**config.mk**
```make
export PLATFORM = sky130hd
export DESIGN_NAME = pcm_cmd_seq_flat
export DESIGN_NICKNAME = d
export VERILOG_FILES = /design/src/rtl/pcm_cmd_seq_if.sv /design/src/rtl/pcm_cmd_seq.sv /design/src/flat_wrapper.sv
export SDC_FILE = /design/constraint.sdc
export NUM_CORES = 1
export LEC_CHECK = 0
export CORE_MARGIN = 10
export CORE_UTILIZATION = 55
export CTS_BUF_LIST = sky130_fd_sc_hd__clkbuf_4
export DETAILED_ROUTE_END_ITERATION = 7
export DONT_BUFFER_PORTS = 1
export PLACE_DENSITY = 0.7
export SLEW_MARGIN = 20
export SYNTH_ARGS = -nofsm -noshare
export SYNTH_HDL_FRONTEND = slang
export SYNTH_SLANG_ARGS = --single-unit
```
**constraint.sdc**
```tcl
create_clock -name clk -period 4.2 [get_ports clk]
set_clock_uncertainty 0.15 [all_clocks]
set_input_delay 1.26 -clock clk [delete_from_list [all_inputs] [get_ports clk]]
set_output_delay 1.26 -clock clk [all_outputs]
set_load 0.005 [all_outputs]
```
**src/rtl/pcm_cmd_seq_if.sv**
```systemverilog
// User-side handshake plus flash bus of the PCM/NOR command sequencer.
// master = user logic and the top-level DQ buffer, slave = sequencer.
interface pcm_cmd_seq_if #(
  parameter int ADDR_W = 24,
  parameter int DATA_W = 16
);
  logic              start;
  logic [1:0]        op;
  logic [ADDR_W-1:0] addr_in;
  logic [DATA_W-1:0] wdata_in;
  logic              busy;
  logic              done;
  logic [DATA_W-1:0] rdata;
  logic [7:0]        status;
  logic              err;
  logic              timeout;
  logic              mem_ce_n;
  logic              mem_oe_n;
  logic              mem_we_n;
  logic              mem_rst_n;
  logic [ADDR_W-1:0] mem_addr;
  logic [DATA_W-1:0] mem_dq_o;
  logic              mem_dq_oe;
  logic [DATA_W-1:0] mem_dq_i;

  modport master (
    output start, op, addr_in, wdata_in, mem_dq_i,
    input  busy, done, rdata, status, err, timeout,
    input  mem_ce_n, mem_oe_n, mem_we_n, mem_rst_n, mem_addr, mem_dq_o, mem_dq_oe
  );

  modport slave (
    input  start, op, addr_in, wdata_in, mem_dq_i,
    output busy, done, rdata, status, err, timeout,
    output mem_ce_n, mem_oe_n, mem_we_n, mem_rst_n, mem_addr, mem_dq_o, mem_dq_oe
  );
endinterface

```
**src/rtl/pcm_cmd_seq.sv**
```systemverilog
// Command sequencer for parallel NOR flash (Intel/Micron command set):
// one op per start, timed CE#/OE#/WE# bus cycles, status polling, done pulse.
//
// state  | meaning
// IDLE   | waiting for start
// W_ACT  | write strobe low, command/data driven
// W_REC  | strobes high, DQ still driven for hold time
// R_ACT  | read strobe low, DQ sampled on last clock
// R_REC  | strobes high after a read
// NEXT   | choose next step / poll decision
// DONE   | one-clock completion pulse
module pcm_cmd_seq #(
  parameter int ADDR_W   = 24,
  parameter int DATA_W   = 16,
  parameter int WR_CYC   = 6,
  parameter int RD_CYC   = 11,
  parameter int RCV_CYC  = 1,
  parameter int POLL_MAX = 1023
) (
  input  logic          clk,
  input  logic          rst_n,
  pcm_cmd_seq_if.slave  bus
);
  typedef enum logic [2:0] {
    S_IDLE, S_W_ACT, S_W_REC, S_R_ACT, S_R_REC, S_NEXT, S_DONE
  } state_t;

  localparam int CYC_A   = (WR_CYC > RD_CYC) ? WR_CYC : RD_CYC;
  localparam int CYC_MAX = (CYC_A > RCV_CYC) ? CYC_A : RCV_CYC;
  localparam int CNT_W   = $clog2(CYC_MAX + 1);
  localparam int PW      = $clog2(POLL_MAX + 1);
  localparam logic [2:0] POLL_STEP = 3'd5;

  state_t            state_q, state_d;
  logic [2:0]        step_q, step_d;
  logic [1:0]        op_q, op_d;
  logic [DATA_W-1:0] wdata_q, wdata_d;
  logic [ADDR_W-1:0] addr_q, addr_d;
  logic [CNT_W-1:0]  cnt_q, cnt_d;
  logic [PW-1:0]     poll_q, poll_d;
  logic [7:0]        status_q, status_d;
  logic [DATA_W-1:0] rdata_q, rdata_d;
  logic              err_q, err_d, timeout_q, timeout_d;
  logic              busy_q, busy_d, done_q, done_d;
  logic              ce_n_q, ce_n_d, oe_n_q, oe_n_d, we_n_q, we_n_d;
  logic              dq_oe_q, dq_oe_d, mem_rst_n_q, mem_rst_n_d;
  logic [DATA_W-1:0] dq_o_q, dq_o_d;

  function automatic logic step_is_read(input logic [1:0] op, input logic [2:0] step);
    return ((op == 2'd0 || op == 2'd2) && step == 3'd1) || (op == 2'd1 && step == POLL_STEP);
  endfunction

  function automatic logic [2:0] last_step(input logic [1:0] op);
    case (op)
      2'd0:    return 3'd1;
      2'd1:    return 3'd6;
      2'd2:    return 3'd1;
      default: return 3'd0;
    endcase
  endfunction

  function automatic logic [DATA_W-1:0] cmd_word(input logic [1:0] op, input logic [2:0] step,
                                                 input logic [DATA_W-1:0] wdata);
    logic [7:0] c;
    c = 8'hFF;
    case (op)
      2'd1: case (step)
              3'd0:    c = 8'h60;
              3'd1:    c = 8'hD0;
              3'd2:    c = 8'h40;
              3'd4:    c = 8'h70;
              default: c = 8'hFF;
            endcase
      2'd2:    c = 8'h70;
      2'd3:    c = 8'h50;
      default: c = 8'hFF;
    endcase
    if (op == 2'd1 && step == 3'd3) return wdata;
    return DATA_W'(c);
  endfunction

  always_ff @(posedge clk) begin
    if (!rst_n) begin
      state_q     <= S_IDLE;
      step_q      <= '0;
      op_q        <= '0;
      wdata_q     <= '0;
      addr_q      <= '0;
      cnt_q       <= '0;
      poll_q      <= '0;
      status_q    <= '0;
      rdata_q     <= '0;
      err_q       <= 1'b0;
      timeout_q   <= 1'b0;
      busy_q      <= 1'b0;
      done_q      <= 1'b0;
      ce_n_q      <= 1'b1;
      oe_n_q      <= 1'b1;
      we_n_q      <= 1'b1;
      dq_oe_q     <= 1'b0;
      dq_o_q      <= '0;
      mem_rst_n_q <= 1'b1;
    end else begin
      state_q     <= state_d;
      step_q      <= step_d;
      op_q        <= op_d;
      wdata_q     <= wdata_d;
      addr_q      <= addr_d;
      cnt_q       <= cnt_d;
      poll_q      <= poll_d;
      status_q    <= status_d;
      rdata_q     <= rdata_d;
      err_q       <= err_d;
      timeout_q   <= timeout_d;
      busy_q      <= busy_d;
      done_q      <= done_d;
      ce_n_q      <= ce_n_d;
      oe_n_q      <= oe_n_d;
      we_n_q      <= we_n_d;
      dq_oe_q     <= dq_oe_d;
      dq_o_q      <= dq_o_d;
      mem_rst_n_q <= mem_rst_n_d;
    end
  end

  always_comb begin
    state_d   = state_q;
    step_d    = step_q;
    op_d      = op_q;
    wdata_d   = wdata_q;
    addr_d    = addr_q;
    poll_d    = poll_q;
    status_d  = status_q;
    rdata_d   = rdata_q;
    err_d     = err_q;
    timeout_d = timeout_q;
    case (state_q)
      S_IDLE: if (bus.start) begin
        state_d   = S_W_ACT;
        step_d    = '0;
        op_d      = bus.op;
        addr_d    = bus.addr_in;
        wdata_d   = bus.wdata_in;
        err_d     = 1'b0;
        timeout_d = 1'b0;
        poll_d    = '0;
      end
      S_W_ACT: if (cnt_q == '0) state_d = S_W_REC;
      S_W_REC: if (cnt_q == '0) state_d = S_NEXT;
      S_R_ACT: if (cnt_q == '0) begin
        state_d = S_R_REC;
        if (op_q == 2'd1) begin
          status_d = bus.mem_dq_i[7:0];
          poll_d   = poll_q + PW'(1);
        end else if (op_q == 2'd2) begin
          status_d = bus.mem_dq_i[7:0];
          rdata_d  = bus.mem_dq_i;
        end else begin
          rdata_d  = bus.mem_dq_i;
        end
      end
      S_R_REC: if (cnt_q == '0) state_d = S_NEXT;
      S_NEXT: begin
        if (op_q == 2'd1 && step_q == POLL_STEP) begin
          // SR7 wins over timeout when the last permitted read reports ready
          if (status_q[7] || poll_q == PW'(POLL_MAX)) begin
            state_d   = S_W_ACT;
            step_d    = step_q + 3'd1;
            timeout_d = !status_q[7];
            err_d     = !status_q[7] | status_q[5] | status_q[4] | status_q[3] | status_q[1];
          end else begin
            state_d = S_R_ACT;
          end
        end else if (step_q == last_step(op_q)) begin
          state_d = S_DONE;
          if (op_q == 2'd2) err_d = status_q[5] | status_q[4] | status_q[3] | status_q[1];
        end else begin
          step_d  = step_q + 3'd1;
          state_d = step_is_read(op_q, step_q + 3'd1) ? S_R_ACT : S_W_ACT;
        end
      end
      S_DONE:  state_d = S_IDLE;
      default: state_d = S_IDLE;
    endcase

    cnt_d = cnt_q;
    if (state_d != state_q) begin
      case (state_d)
        S_W_ACT:          cnt_d = CNT_W'(WR_CYC - 1);
        S_R_ACT:          cnt_d = CNT_W'(RD_CYC - 1);
        S_W_REC, S_R_REC: cnt_d = CNT_W'(RCV_CYC - 1);
        default:          cnt_d = '0;
      endcase
    end else if (cnt_q != '0) begin
      cnt_d = cnt_q - CNT_W'(1);
    end
  end

  // Outputs decoded from the next state so every pin comes straight off a flop.
  always_comb begin
    ce_n_d      = 1'b1;
    oe_n_d      = 1'b1;
    we_n_d      = 1'b1;
    dq_oe_d     = 1'b0;
    dq_o_d      = dq_o_q;
    busy_d      = 1'b0;
    done_d      = 1'b0;
    mem_rst_n_d = 1'b1;
    case (state_d)
      S_W_ACT: begin
        ce_n_d  = 1'b0;
        we_n_d  = 1'b0;
        dq_oe_d = 1'b1;
        dq_o_d  = cmd_word(op_d, step_d, wdata_d);
        busy_d  = 1'b1;
      end
      S_W_REC: begin
        dq_oe_d = 1'b1;
        busy_d  = 1'b1;
      end
      S_R_ACT: begin
        ce_n_d = 1'b0;
        oe_n_d = 1'b0;
        busy_d = 1'b1;
      end
      S_R_REC, S_NEXT: busy_d = 1'b1;
      S_DONE:          done_d = 1'b1;
      default:         busy_d = 1'b0;
    endcase
  end

  assign bus.busy      = busy_q;
  assign bus.done      = done_q;
  assign bus.rdata     = rdata_q;
  assign bus.status    = status_q;
  assign bus.err       = err_q;
  assign bus.timeout   = timeout_q;
  assign bus.mem_ce_n  = ce_n_q;
  assign bus.mem_oe_n  = oe_n_q;
  assign bus.mem_we_n  = we_n_q;
  assign bus.mem_rst_n = mem_rst_n_q;
  assign bus.mem_addr  = addr_q;
  assign bus.mem_dq_o  = dq_o_q;
  assign bus.mem_dq_oe = dq_oe_q;
endmodule

```
**src/flat_wrapper.sv**
```systemverilog
// flat-port wrapper written by rule: the top's interface ports become plain ports
module pcm_cmd_seq_flat 
#(
  parameter int ADDR_W   = 24,
  parameter int DATA_W   = 16,
  parameter int WR_CYC   = 6,
  parameter int RD_CYC   = 11,
  parameter int RCV_CYC  = 1,
  parameter int POLL_MAX = 1023
)
  (clk, rst_n, bus_start, bus_op, bus_addr_in, bus_wdata_in, bus_mem_dq_i, bus_busy, bus_done, bus_rdata, bus_status, bus_err, bus_timeout, bus_mem_ce_n, bus_mem_oe_n, bus_mem_we_n, bus_mem_rst_n, bus_mem_addr, bus_mem_dq_o, bus_mem_dq_oe);
  pcm_cmd_seq_if #(.ADDR_W(ADDR_W), .DATA_W(DATA_W)) bus_i ();
  input  logic clk;
  input  logic rst_n;
  input wire logic [$bits(bus_i.start)-1:0] bus_start;
  input wire logic [$bits(bus_i.op)-1:0] bus_op;
  input wire logic [$bits(bus_i.addr_in)-1:0] bus_addr_in;
  input wire logic [$bits(bus_i.wdata_in)-1:0] bus_wdata_in;
  input wire logic [$bits(bus_i.mem_dq_i)-1:0] bus_mem_dq_i;
  output wire logic [$bits(bus_i.busy)-1:0] bus_busy;
  output wire logic [$bits(bus_i.done)-1:0] bus_done;
  output wire logic [$bits(bus_i.rdata)-1:0] bus_rdata;
  output wire logic [$bits(bus_i.status)-1:0] bus_status;
  output wire logic [$bits(bus_i.err)-1:0] bus_err;
  output wire logic [$bits(bus_i.timeout)-1:0] bus_timeout;
  output wire logic [$bits(bus_i.mem_ce_n)-1:0] bus_mem_ce_n;
  output wire logic [$bits(bus_i.mem_oe_n)-1:0] bus_mem_oe_n;
  output wire logic [$bits(bus_i.mem_we_n)-1:0] bus_mem_we_n;
  output wire logic [$bits(bus_i.mem_rst_n)-1:0] bus_mem_rst_n;
  output wire logic [$bits(bus_i.mem_addr)-1:0] bus_mem_addr;
  output wire logic [$bits(bus_i.mem_dq_o)-1:0] bus_mem_dq_o;
  output wire logic [$bits(bus_i.mem_dq_oe)-1:0] bus_mem_dq_oe;
  assign bus_i.start = bus_start;
  assign bus_i.op = bus_op;
  assign bus_i.addr_in = bus_addr_in;
  assign bus_i.wdata_in = bus_wdata_in;
  assign bus_i.mem_dq_i = bus_mem_dq_i;
  assign bus_busy = bus_i.busy;
  assign bus_done = bus_i.done;
  assign bus_rdata = bus_i.rdata;
  assign bus_status = bus_i.status;
  assign bus_err = bus_i.err;
  assign bus_timeout = bus_i.timeout;
  assign bus_mem_ce_n = bus_i.mem_ce_n;
  assign bus_mem_oe_n = bus_i.mem_oe_n;
  assign bus_mem_we_n = bus_i.mem_we_n;
  assign bus_mem_rst_n = bus_i.mem_rst_n;
  assign bus_mem_addr = bus_i.mem_addr;
  assign bus_mem_dq_o = bus_i.mem_dq_o;
  assign bus_mem_dq_oe = bus_i.mem_dq_oe;
  pcm_cmd_seq #(.ADDR_W(ADDR_W), .DATA_W(DATA_W), .WR_CYC(WR_CYC), .RD_CYC(RD_CYC), .RCV_CYC(RCV_CYC), .POLL_MAX(POLL_MAX)) u_core (.clk(clk), .rst_n(rst_n), .bus(bus_i));
endmodule
```
Word level (Yosys, flattened, before mapping)
Index checks and enable logic that the tools add are counted.
{"block": "totals", "regBits": 110, "input_bits": 61, "out_inout_bits": 73, "wordCells": 142}
{"block": "classes", "add_sub_neg": 3, "eq_ne": 34, "n_mux": 51, "bitwise_logic": 8, "n_reduce_logical": 28}
{"operator": "16-bit two-way mux", "count": 4}
{"operator": "3-bit two-way mux", "count": 12}
{"operator": "8-bit case mux with 4 select lines", "count": 1}
{"operator": "10-bit two-way mux", "count": 3}
{"operator": "3-bit equality test, second input constant", "count": 8}
{"operator": "8-bit case mux with 3 select lines", "count": 1}
{"operator": "10-bit case mux with 2 select lines", "count": 1}
{"operator": "3-bit by 2-bit equality test with 1-bit output, second input constant", "count": 6}
{"operator": "8-bit two-way mux", "count": 2}
{"operator": "1-bit two-way mux", "count": 15}
{"operator": "3-bit case mux with 5 select lines", "count": 1}
{"operator": "3-bit by 1-bit equality test with 1-bit output, second input constant", "count": 4}
{"operator": "3-bit case mux with 2 select lines", "count": 2}
{"operator": "10-bit by 1-bit adder with 10-bit output, second input constant", "count": 1}
{"operator": "10-bit equality test, second input constant", "count": 1}
{"operator": "2-bit two-way mux", "count": 4}
{"operator": "4-bit two-way mux", "count": 2}
{"operator": "2-bit by 1-bit != test with 1-bit output, second input constant", "count": 4}
{"operator": "4-bit case mux with 2 select lines", "count": 1}
{"operator": "4-bit AND reduction", "count": 2}
{"operator": "2-bit nonzero test", "count": 4}
{"operator": "2-bit OR reduction", "count": 4}
{"operator": "1-bit OR", "count": 7}
{"operator": "2-bit equality test, second input constant", "count": 3}
{"operator": "21 further kinds", "count": 31}

Depth between registers and ports, before layout
Gate-level depths: netlist of the first run.
{"block": "logic_depth", "depth_word": 14, "ltp_mapped": 9, "mapped_depth_nobuf": 8}

Worst setup path before layout of the first run
Ideal clock, no wire load.
{"block": "synth_timing", "kind": "in2reg", "from": "input port bus_start", "to": "register u_core.dq_o_q[10], in the netlist u_core.bus.mem_dq_o[10]", "setup_time_ps": 59, "arrival_time_ps": 2746, "required_time_ps": 3991, "setup_slack_ps": 1244, "path_stages": 7, "path_buffers": 1, "cell_sequence": "or4b_1 -> clkbuf_1 -> mux2i_1 -> a41oi_1 -> o21ai_2 -> nor3_4 -> a22o_1"}
{"block": "synth_via", "elab_chain_cells": 7, "word_cells_on_any_way": 16, "classes_between": "3 x eq/ne; 12 x mux; 1 x reduce/logical"}
{"item": "from (decl)", "line": "flat_wrapper.sv:15", "rtl": "input wire logic [$bits(bus_i.start)-1:0] bus_start;"}
{"item": "3-bit two-way mux / 2-bit two-way mux (equally long branches)", "line": "pcm_cmd_seq.sv:138", "rtl": "S_IDLE: if (bus.start) begin"}
{"item": "3-bit case mux with 2 select lines / 2-bit two-way mux (equally long branches)", "line": "pcm_cmd_seq.sv:137", "rtl": "case (state_q)"}
{"item": "3-bit by 2-bit equality test with 1-bit output / 2-bit by 1-bit equality test with 1-bit output (equally long branches)", "line": "pcm_cmd_seq.sv:78", "rtl": "if (op == 2'd1 && step == 3'd3) return wdata;"}
{"item": "1-bit logical AND", "line": "pcm_cmd_seq.sv:78"}
{"item": "1-bit two-way mux", "line": "pcm_cmd_seq.sv:78"}
{"item": "1-bit two-way mux", "line": "pcm_cmd_seq.sv:209", "rtl": "case (state_d)"}
{"item": "16-bit two-way mux", "line": "pcm_cmd_seq.sv:79", "rtl": "return DATA_W'(c);"}
{"item": "to (signal assigned)", "line": "pcm_cmd_seq.sv:121", "rtl": "dq_o_q <= dq_o_d;"}
{"item": "to (decl)", "line": "pcm_cmd_seq.sv:47", "rtl": "logic [DATA_W-1:0] dq_o_q, dq_o_d;"}
Several ways; a longest one is shown, not always the timed one. The select of a mux whose other input is x is not followed.
A chain may end at the register's enable or synchronous reset.

Worst setup path in the final report of the first run
{"block": "layout_timing", "from": "register u_core.step_q[0]", "to": "register u_core.dq_o_q[8], in the netlist u_core.bus.mem_dq_o[8]"}
{"block": "layout_via", "elab_chain_cells": 9, "word_cells_on_any_way": 24, "classes_between": "1 x add/sub; 6 x eq/ne; 12 x mux; 5 x reduce/logical"}
{"item": "from (decl)", "line": "pcm_cmd_seq.sv:35", "rtl": "logic [2:0] step_q, step_d;"}
{"item": "from (signal assigned)", "line": "pcm_cmd_seq.sv:105", "rtl": "step_q <= step_d;"}
{"item": "3-bit by 1-bit adder with 3-bit output, or another cell as far along", "line": "pcm_cmd_seq.sv:168, pcm_cmd_seq.sv:178, pcm_cmd_seq.sv:179"}
{"item": "3-bit by 1-bit equality test with 1-bit output, or another cell as far along", "line": "pcm_cmd_seq.sv:50", "rtl": "return ((op == 2'd0 || op == 2'd2) && step == 3'd1) || (op == 2'd1 && step == POLL_STEP);"}
{"item": "1-bit logical AND / 3-bit two-way mux (equally long branches)", "line": "pcm_cmd_seq.sv:50, pcm_cmd_seq.sv:164"}
{"item": "1-bit logical OR / 3-bit case mux with 2 select lines (equally long branches)", "line": "pcm_cmd_seq.sv:50, pcm_cmd_seq.sv:137"}
{"item": "2-bit two-way mux / 3-bit by 2-bit equality test with 1-bit output (equally long branches)", "line": "pcm_cmd_seq.sv:179, pcm_cmd_seq.sv:78"}
{"item": "3-bit two-way mux / 1-bit logical AND (equally long branches)", "line": "pcm_cmd_seq.sv:174, pcm_cmd_seq.sv:78"}
{"item": "3-bit two-way mux / 1-bit two-way mux (equally long branches)", "line": "pcm_cmd_seq.sv:164, pcm_cmd_seq.sv:78"}
{"item": "3-bit case mux with 5 select lines / 1-bit two-way mux (equally long branches)", "line": "pcm_cmd_seq.sv:137, pcm_cmd_seq.sv:209"}
{"item": "3-bit by 1-bit equality test with 1-bit output / 16-bit two-way mux (equally long branches)"}
Several ways; a longest one is shown, not always the timed one. The select of a mux whose other input is x is not followed.

==> metrics.log, run 1 <==
[metrics] outcome: finished, final reports clean
[metrics] via-per-instance ratio: 5.76
[metrics] maximum number of pins on one net before global-route repair: 95
[metrics] Resized cells post-CTS: 0
[metrics] initial antenna violation count: 0
[metrics] cell area after technology mapping: 0.00478 mm2
[metrics] Critical Path Fanout Max: 13
[metrics] arrival time of data at the critical path endpoint: 3.20 ns
[metrics] actual transition at the worst max-transition pin: 1.03 ns
[metrics] CP required: 4.44 ns
[metrics] switching power as a share of total power: 0.391
[metrics] drc violations: 0
[metrics] setup violation total in the final timing report: 0
[metrics] Vert. Die Dim: 113 um
[metrics] worst-case vdd ir drop: 240 uV
[metrics] average routed wire per standard cell: 18.1 um
[metrics] achievable frequency: 338 MHz
[metrics] proportion of register bits with asynchronous set or reset after synthesis: 0
[metrics] via count of the first global-routing pass: 3,318
[metrics] power density over the cells: 577 mW/mm2
[metrics] sum of routed wire length over all layers: 10.9 mm
[metrics] number of synthesized flops with an enable pin: 0
[metrics] first-pass GRT wire length: 17.4 mm
[metrics] final count of pins violating max slew: 0
[metrics] top cells by count, synth: 110 x sky130_fd_sc_hd__dfxtp_1, 76 x sky130_fd_sc_hd__nand2_1, 41 x sky130_fd_sc_hd__nor2b_1
[metrics] syn nets: 573
[metrics] horizontal die dimension: 113 um
[metrics] count of different cell masters after synthesis: 64
[metrics] part of the power in combinational logic: 0.331
[metrics] cell row count: 33
[metrics] number of maximum-capacitance violations: 0
[metrics] type of element launching the critical path: flop
[metrics] clk buf depth: 2
[metrics] Internal Dissipation: 1.74 mW
[metrics] Period minus WS final: 2.96 ns
[metrics] top cell type by total area after synthesis: sky130_fd_sc_hd__dfxtp_1
[metrics] final design instance area without fill: 0.00496 mm2
[metrics] port buffer count: 0
[metrics] Final Hold Vio Count: 0
[metrics] CTS Root Buffer Type: sky130_fd_sc_hd__clkbuf_4
[metrics] unrepaired setup endpoints after global routing: no
[metrics] Post-Syn Instances: 504
[metrics] deepest level of the CTS H-tree: 3
[metrics] GRT Total Usage: 0.164
[metrics] Worst slew margin: 0.312
[metrics] clk sink count: 110
[metrics] Static Leakage: 1.83 nW
[metrics] part of the power in registers: 0.484
[metrics] number of buffers created by CTS: 9
[metrics] iteration count of the initial detailed-routing pass: 5
[metrics] I/O Pins: 134
[metrics] proportion of power drawn by the clock network: 0.185
[metrics] CTS tree: done
[metrics] final antenna-violating net count: 0
[metrics] post-synthesis sequential area ratio: 0.461
[metrics] path category of the worst min-delay check: flop to flop
[metrics] leading post-synthesis cells by cell area: sky130_fd_sc_hd__dfxtp_1 46%, sky130_fd_sc_hd__mux2i_1 7.7%, sky130_fd_sc_hd__nand2_1 6.0%
[metrics] fin nets: 560
[metrics] hold bufs inserted after CTS: 0
[metrics] Fin Setup TNS: 0 ns
[metrics] sum of net half-perimeters after detailed placement: 7.98 mm
[metrics] Core Footprint: 0.00834 mm2
[metrics] final worst-path cycle share: 0.705
[metrics] initial cell density of the core: 0.573
[metrics] Die Footprint: 0.0128 mm2
[metrics] iteration-0 DRC count of the detailed router: 163
[metrics] nature of the critical path endpoint: flop
[metrics] most instantiated library cell after synthesis: sky130_fd_sc_hd__dfxtp_1
[metrics] area overhead of the layout relative to synthesis: 3.74%
[metrics] final antenna diode count: 0
[metrics] most used flip-flop cell after synthesis: sky130_fd_sc_hd__dfxtp_1
[metrics] synthesis warning total: 0
[metrics] Post-DP Area: 0.00481 mm2
[metrics] global placer's final weighted congestion: 0.873
[metrics] type of the worst setup path: flop to flop
[metrics] Layout fillers: 766
[metrics] flip-flop and latch count after synthesis: 110
[metrics] Post-CTS Setup Inserts: 0
[metrics] fraction of final layout cells sized beyond drive strength 1: 0.0746
[metrics] Net Switching: 1.12 mW
[metrics] detailed-route via count: 3,461
[metrics] clock edge transition at the registers on the reported setup and hold paths: 0.18 ns
[metrics] Worst-Skew Late Latency: 0.47 ns
[metrics] proportion of netlist area held by the largest area contributor: 0.461
[metrics] Syn Area/Cell: 9.49 um2
[metrics] total congestion overflow after global routing: 0
[cell usage in the layout (no fill, tap or decap), types with 3 or more instances in the layout]
cell type | netlist | routed
sky130_fd_sc_hd__a21boi_0 | 34 | 34
sky130_fd_sc_hd__a21oi_1 | 13 | 13
sky130_fd_sc_hd__a22o_1 | 9 | 9
sky130_fd_sc_hd__a41oi_1 | 5 | 5
sky130_fd_sc_hd__and2_1 | 6 | 6
sky130_fd_sc_hd__and3_1 | 4 | 4
sky130_fd_sc_hd__buf_4 | 3 | 5
sky130_fd_sc_hd__clkbuf_4 | 0 | 9
sky130_fd_sc_hd__dfxtp_1 | 110 | 110
sky130_fd_sc_hd__ha_1 | 8 | 8
sky130_fd_sc_hd__inv_1 | 8 | 8
sky130_fd_sc_hd__mux2i_1 | 37 | 37
sky130_fd_sc_hd__nand2_1 | 76 | 76
sky130_fd_sc_hd__nand3_1 | 7 | 7
sky130_fd_sc_hd__nand4_1 | 5 | 5
sky130_fd_sc_hd__nor2_1 | 18 | 18
sky130_fd_sc_hd__nor2b_1 | 41 | 41
sky130_fd_sc_hd__nor3_1 | 11 | 11
sky130_fd_sc_hd__nor3b_1 | 3 | 3
sky130_fd_sc_hd__o21ai_0 | 10 | 10
sky130_fd_sc_hd__o21ai_1 | 3 | 3
sky130_fd_sc_hd__o221a_1 | 4 | 4
sky130_fd_sc_hd__xnor2_1 | 6 | 6
sky130_fd_sc_hd__xor2_1 | 7 | 7
[kinds of logic after synthesis]
family / after synthesis / share of synthesized area
XOR/XNOR: 13 / 0.0238
AND/OR/NAND/NOR: 193 / 0.214
other: 1 / 0.000784
AO/OA/AOI/OAI: 105 / 0.168
multiplexers: 37 / 0.0775
flip-flops: 110 / 0.461
buffers and inverters: 37 / 0.0345
adder cells (fa/ha/maj): 8 / 0.0209
[registers in the layout, summed over array words and instances, names as in the netlist]
signal / cells
u_core.cnt_q: 4
u_core.poll_q: 10
u_core.bus.mem_oe_n: 1
u_core.bus.mem_dq_o: 16
u_core.bus.busy: 1
u_core.op_q: 2
u_core.bus.mem_we_n: 1
u_core.bus.mem_dq_oe: 1
u_core.wdata_q: 16
u_core.bus.mem_addr: 24
u_core.bus.err: 1
u_core.bus.timeout: 1
u_core.state_q: 3
u_core.step_q: 3
u_core.bus.done: 1
u_core.bus.status: 8
u_core.bus.mem_ce_n: 1
u_core.bus.rdata: 16
[path summary, 6_finish.rpt]
kind                                                    start                                   to  slack, ns  depth (start not counted)
worst min register to register  u_core.wdata_q[10]$_SDFF_PN0_        u_core.wdata_q[10]$_SDFF_PN0_       0.34                          2
worst max-delay path              u_core.step_q[0]$_SDFF_PN0_  u_core.bus.mem_dq_o[8]$_SDFFE_PN0N_       1.24                          7
worst min-delay path            u_core.wdata_q[10]$_SDFF_PN0_        u_core.wdata_q[10]$_SDFF_PN0_       0.34                          2
worst max register to register    u_core.step_q[0]$_SDFF_PN0_  u_core.bus.mem_dq_o[8]$_SDFFE_PN0N_       1.24                          7
[metal layers]
layer | track usage | wire, um
met1 | 0.197 | 4550
met4 | 0.0525 | 134
met3 | 0.0713 | 1070
met2 | 0.257 | 5140
met5 | 0 | 0
[critical path, stage by stage, from the launching register on]
cell	delay, ns
sky130_fd_sc_hd__dfxtp_1	0.56
sky130_fd_sc_hd__ha_1	0.25
sky130_fd_sc_hd__and4b_1	0.21
sky130_fd_sc_hd__o21ai_2	0.44
sky130_fd_sc_hd__a21oi_1	0.23
sky130_fd_sc_hd__or3_4	0.45
sky130_fd_sc_hd__and2_0	0.30
sky130_fd_sc_hd__a22o_1	0.29
[power groups by stage]
stage / Combinational (mW) / Sequential, mW / Clock (mW)
2_1_floorplan: 0.812 / 1.34 / 0
5_1_grt: 1.07 / 1.41 / 0.584
3_3_place_gp: 0.921 / 1.41 / 0
4_1_cts: 0.949 / 1.39 / 0.543
6_report: 0.946 / 1.38 / 0.531
3_5_place_dp: 0.949 / 1.42 / 0
[metrics by stage]
stage	power (mW)	hold WS (ns)	utilization	instances	setup slack [ns]
after floorplan	2.15	0.290	-	504	1.24
after global placement	2.33	0.313	0.577	585	1.01
after detailed placement	2.37	0.324	0.577	585	0.952
after CTS	2.88	0.345	0.595	601	1.25
after global routing	3.07	0.367	0.595	601	1.06
final	2.86	0.341	0.595	601	1.24
[cell type report]
cell class | count | area, um2 | share of cell area
Multi-Input combinational cell | 357 | 2410 | 0.487
Sequential cell | 110 | 2200 | 0.444
Tap cell | 105 | 131 | 0.0265
Clock inverter | 7 | 77.6 | 0.0156
Clock buffer | 9 | 67.6 | 0.0136
Timing Repair Buffer | 5 | 37.5 | 0.00757
Inverter | 8 | 30.0 | 0.00605
No activity file was read; power rests on OpenSTA's default activity.
==> run 2: changes to the inputs <==
--- a/config.mk
+++ b/config.mk
@@ -10,7 +10,7 @@
 export CTS_BUF_LIST = sky130_fd_sc_hd__clkbuf_4
 export DETAILED_ROUTE_END_ITERATION = 7
 export DONT_BUFFER_PORTS = 1
-export PLACE_DENSITY = 0.7
+export PLACE_DENSITY = 0.73
 export SLEW_MARGIN = 20
 export SYNTH_ARGS = -nofsm -noshare
 export SYNTH_HDL_FRONTEND = slang
==> constraint.sdc (replaced) <==
create_clock -name clk -period 2.7 [get_ports clk]
set_clock_uncertainty 0.15 [all_clocks]
set_input_delay 0.81 -clock clk [delete_from_list [all_inputs] [get_ports clk]]
set_output_delay 0.81 -clock clk [all_outputs]
set_load 0.005 [all_outputs]
==> metrics.log, run 2 (same netlist as run 1, synthesis figures left out) <==
[metrics] final antenna-violating net count: 0
[metrics] clock edge transition at the registers on the reported setup and hold paths: 0.17 ns
[metrics] achievable frequency: 395 MHz
[metrics] part of the power in combinational logic: 0.364
[metrics] Static Leakage: 1.89 nW
[metrics] part of the power in registers: 0.472
[metrics] cell row count: 33
[metrics] final antenna diode count: 0
[metrics] maximum number of pins on one net before global-route repair: 95
[metrics] Critical Path Fanout Max: 8
[metrics] type of element launching the critical path: flop
[metrics] worst hold slack: 0.256 ns
[metrics] Die Footprint: 0.0128 mm2
[metrics] GRT Total Usage: 0.170
[metrics] proportion of power drawn by the clock network: 0.164
[metrics] unrepaired setup endpoints after global routing: no
[metrics] CTS tree: done
[metrics] actual transition at the worst max-transition pin: 0.561 ns
[metrics] Vert. Die Dim: 113 um
[metrics] area overhead of the layout relative to synthesis: 6.99%
[metrics] commonest cells after routing, fill and taps aside: 108 x sky130_fd_sc_hd__dfxtp_1, 76 x sky130_fd_sc_hd__nand2_1, 41 x sky130_fd_sc_hd__nor2b_1
[metrics] clk buf depth: 2
[metrics] Net Switching: 1.76 mW
[metrics] worst slack, placed: 0.0276 ns
[metrics] fraction of final layout cells sized beyond drive strength 1: 0.114
[metrics] sum of routed wire length over all layers: 11.3 mm
[metrics] power density over the cells: 894 mW/mm2
[metrics] final worst-path cycle share: 0.937
[metrics] Period minus WS final: 2.53 ns
[metrics] flip-flop count of the largest register, all copies and words added: 24
[metrics] sum of net half-perimeters after detailed placement: 8.53 mm
[metrics] Worst slew margin: 0.625
[metrics] clk sink count: 110
[metrics] global placer's final weighted congestion: 0.931
[metrics] footprint of the multi-input gates: 0.00249 mm2
[metrics] commonest non-fill, non-tap cell in the layout: sky130_fd_sc_hd__dfxtp_1
[metrics] outcome: finished, final reports clean
[metrics] deepest level of the CTS H-tree: 3
[metrics] CP required: 2.90 ns
[metrics] drc violations: 0
[metrics] Layout fillers: 738
[metrics] initial cell density of the core: 0.573
[metrics] Post-CTS Setup Inserts: 0
[metrics] Core Footprint: 0.00834 mm2
[metrics] number of maximum-capacitance violations: 0
[metrics] overall power after layout: 4.57 mW
[metrics] hold path cells: 1
[metrics] via count of the first global-routing pass: 3,476
[metrics] via-per-instance ratio: 5.82
[metrics] first-pass GRT wire length: 18.2 mm
[metrics] total length of routed met2 wires: 5.41 mm
[metrics] type of the worst setup path: flop to flop
[metrics] Internal Dissipation: 2.81 mW
[metrics] setup violation total in the final timing report: 0
[metrics] path depth of the worst reg2reg path: 9
[metrics] path category of the worst min-delay check: primary input to flop
[metrics] I/O Pins: 134
[metrics] sequential cell area in the final layout: 0.00221 mm2
[metrics] horizontal die dimension: 113 um
[metrics] average routed wire per standard cell: 18.4 um
[metrics] M1 wire length: 4.69 mm
[metrics] top routing layer used: met4
[metrics] switching power as a share of total power: 0.385
[metrics] worst-case vdd ir drop: 390 uV
[metrics] arrival time of data at the critical path endpoint: 2.73 ns
[metrics] iteration count of the initial detailed-routing pass: 4
[metrics] total congestion overflow after global routing: 0
[metrics] port buffer count: 0
[metrics] initial antenna violation count: 0
[metrics] nature of the critical path endpoint: flop
[metrics] number of buffers created by CTS: 9
[metrics] Fin Setup TNS: 0 ns
[metrics] Detail Route met3 WL: 1.02 mm
[metrics] fin util: 0.613
[metrics] iteration-0 DRC count of the detailed router: 340
[metrics] detailed-route via count: 3,566
[metrics] fin nets: 573
[metrics] Worst-Skew Late Latency: 0.46 ns
[metrics] CTS Root Buffer Type: sky130_fd_sc_hd__clkbuf_4
[metrics] crit path setup slack, layout: 0.170 ns
[metrics] Final Hold Vio Count: 0
[metrics] final count of pins violating max slew: 0
## run 2: cell types whose count changed in the layout (fill, tap and decap cells not counted), moves of 2 or more
cell                       before  now
sky130_fd_sc_hd__buf_4          5   18
sky130_fd_sc_hd__clkinv_8       2    0
sky130_fd_sc_hd__dfxtp_1      110  108
sky130_fd_sc_hd__ha_1           8    6
## run 2: what timing repair did
item	CTS	global route
resized for setup	1	16
pin swaps	1	2
setup endpoints to repair	6	13
hold buffers	0	0
## run 2: final timing paths
kind | start | endpoint | slack [ns]
worst max-delay path | u_core.step_q[1]$_SDFF_PN0_ | u_core.bus.mem_dq_o[0]$_SDFFE_PN0N_ | 0.17
worst min-delay path | rst_n | u_core.bus.mem_we_n$_SDFF_PN1_ | 0.26
worst max register to register | u_core.step_q[1]$_SDFF_PN0_ | u_core.bus.mem_dq_o[0]$_SDFFE_PN0N_ | 0.17
worst min register to register | u_core.wdata_q[15]$_SDFF_PN0_ | u_core.wdata_q[15]$_SDFF_PN0_ | 0.34
## run 2: through the flow
stage	instances	instance area [um2]
finish	613	5110
global route	613	5110
CTS	613	5040
detailed placement	598	4910
global placement	598	4910
floorplan	504	4780
## run 2: metal layers
| metal | global-route usage | up-vias |
|---|---|---|
| met1 | 0.207 | 1677 |
| met2 | 0.271 | 119 |
| li1 | - | 1755 |
| met4 | 0.0525 | 0 |
| met5 | 0 | - |
| met3 | 0.0639 | 15 |
## run 2: worst max-delay path, cell delays in order, from the launching register on
cell                      delay, ns
sky130_fd_sc_hd__dfxtp_2       0.43
sky130_fd_sc_hd__inv_1         0.10
sky130_fd_sc_hd__ha_1          0.22
sky130_fd_sc_hd__and4b_1       0.30
sky130_fd_sc_hd__o21ai_4       0.09
sky130_fd_sc_hd__buf_4         0.20
sky130_fd_sc_hd__a31oi_1       0.26
sky130_fd_sc_hd__nor3b_1       0.09
sky130_fd_sc_hd__a221o_1       0.36
sky130_fd_sc_hd__o221a_1       0.24
## run 2: cell type report
type / instances / share of cell area
clock buffer: 9 / 0.0132
sequential: 110 / 0.432
timing repair buffer: 18 / 0.0264
inverter: 8 / 0.00587
clock inverter: 6 / 0.0105
multi-input combinational: 357 / 0.487
tap: 105 / 0.0257
## run 2: power by group through the flow
stage	clock network [mW]	logic (mW)	registers, mW
floorplan	0	1.26	2.08
global placement	0	1.54	2.19
detailed placement	0	1.59	2.19
CTS	0.782	1.60	2.16
global route	0.835	1.87	2.19
finish	0.751	1.66	2.16
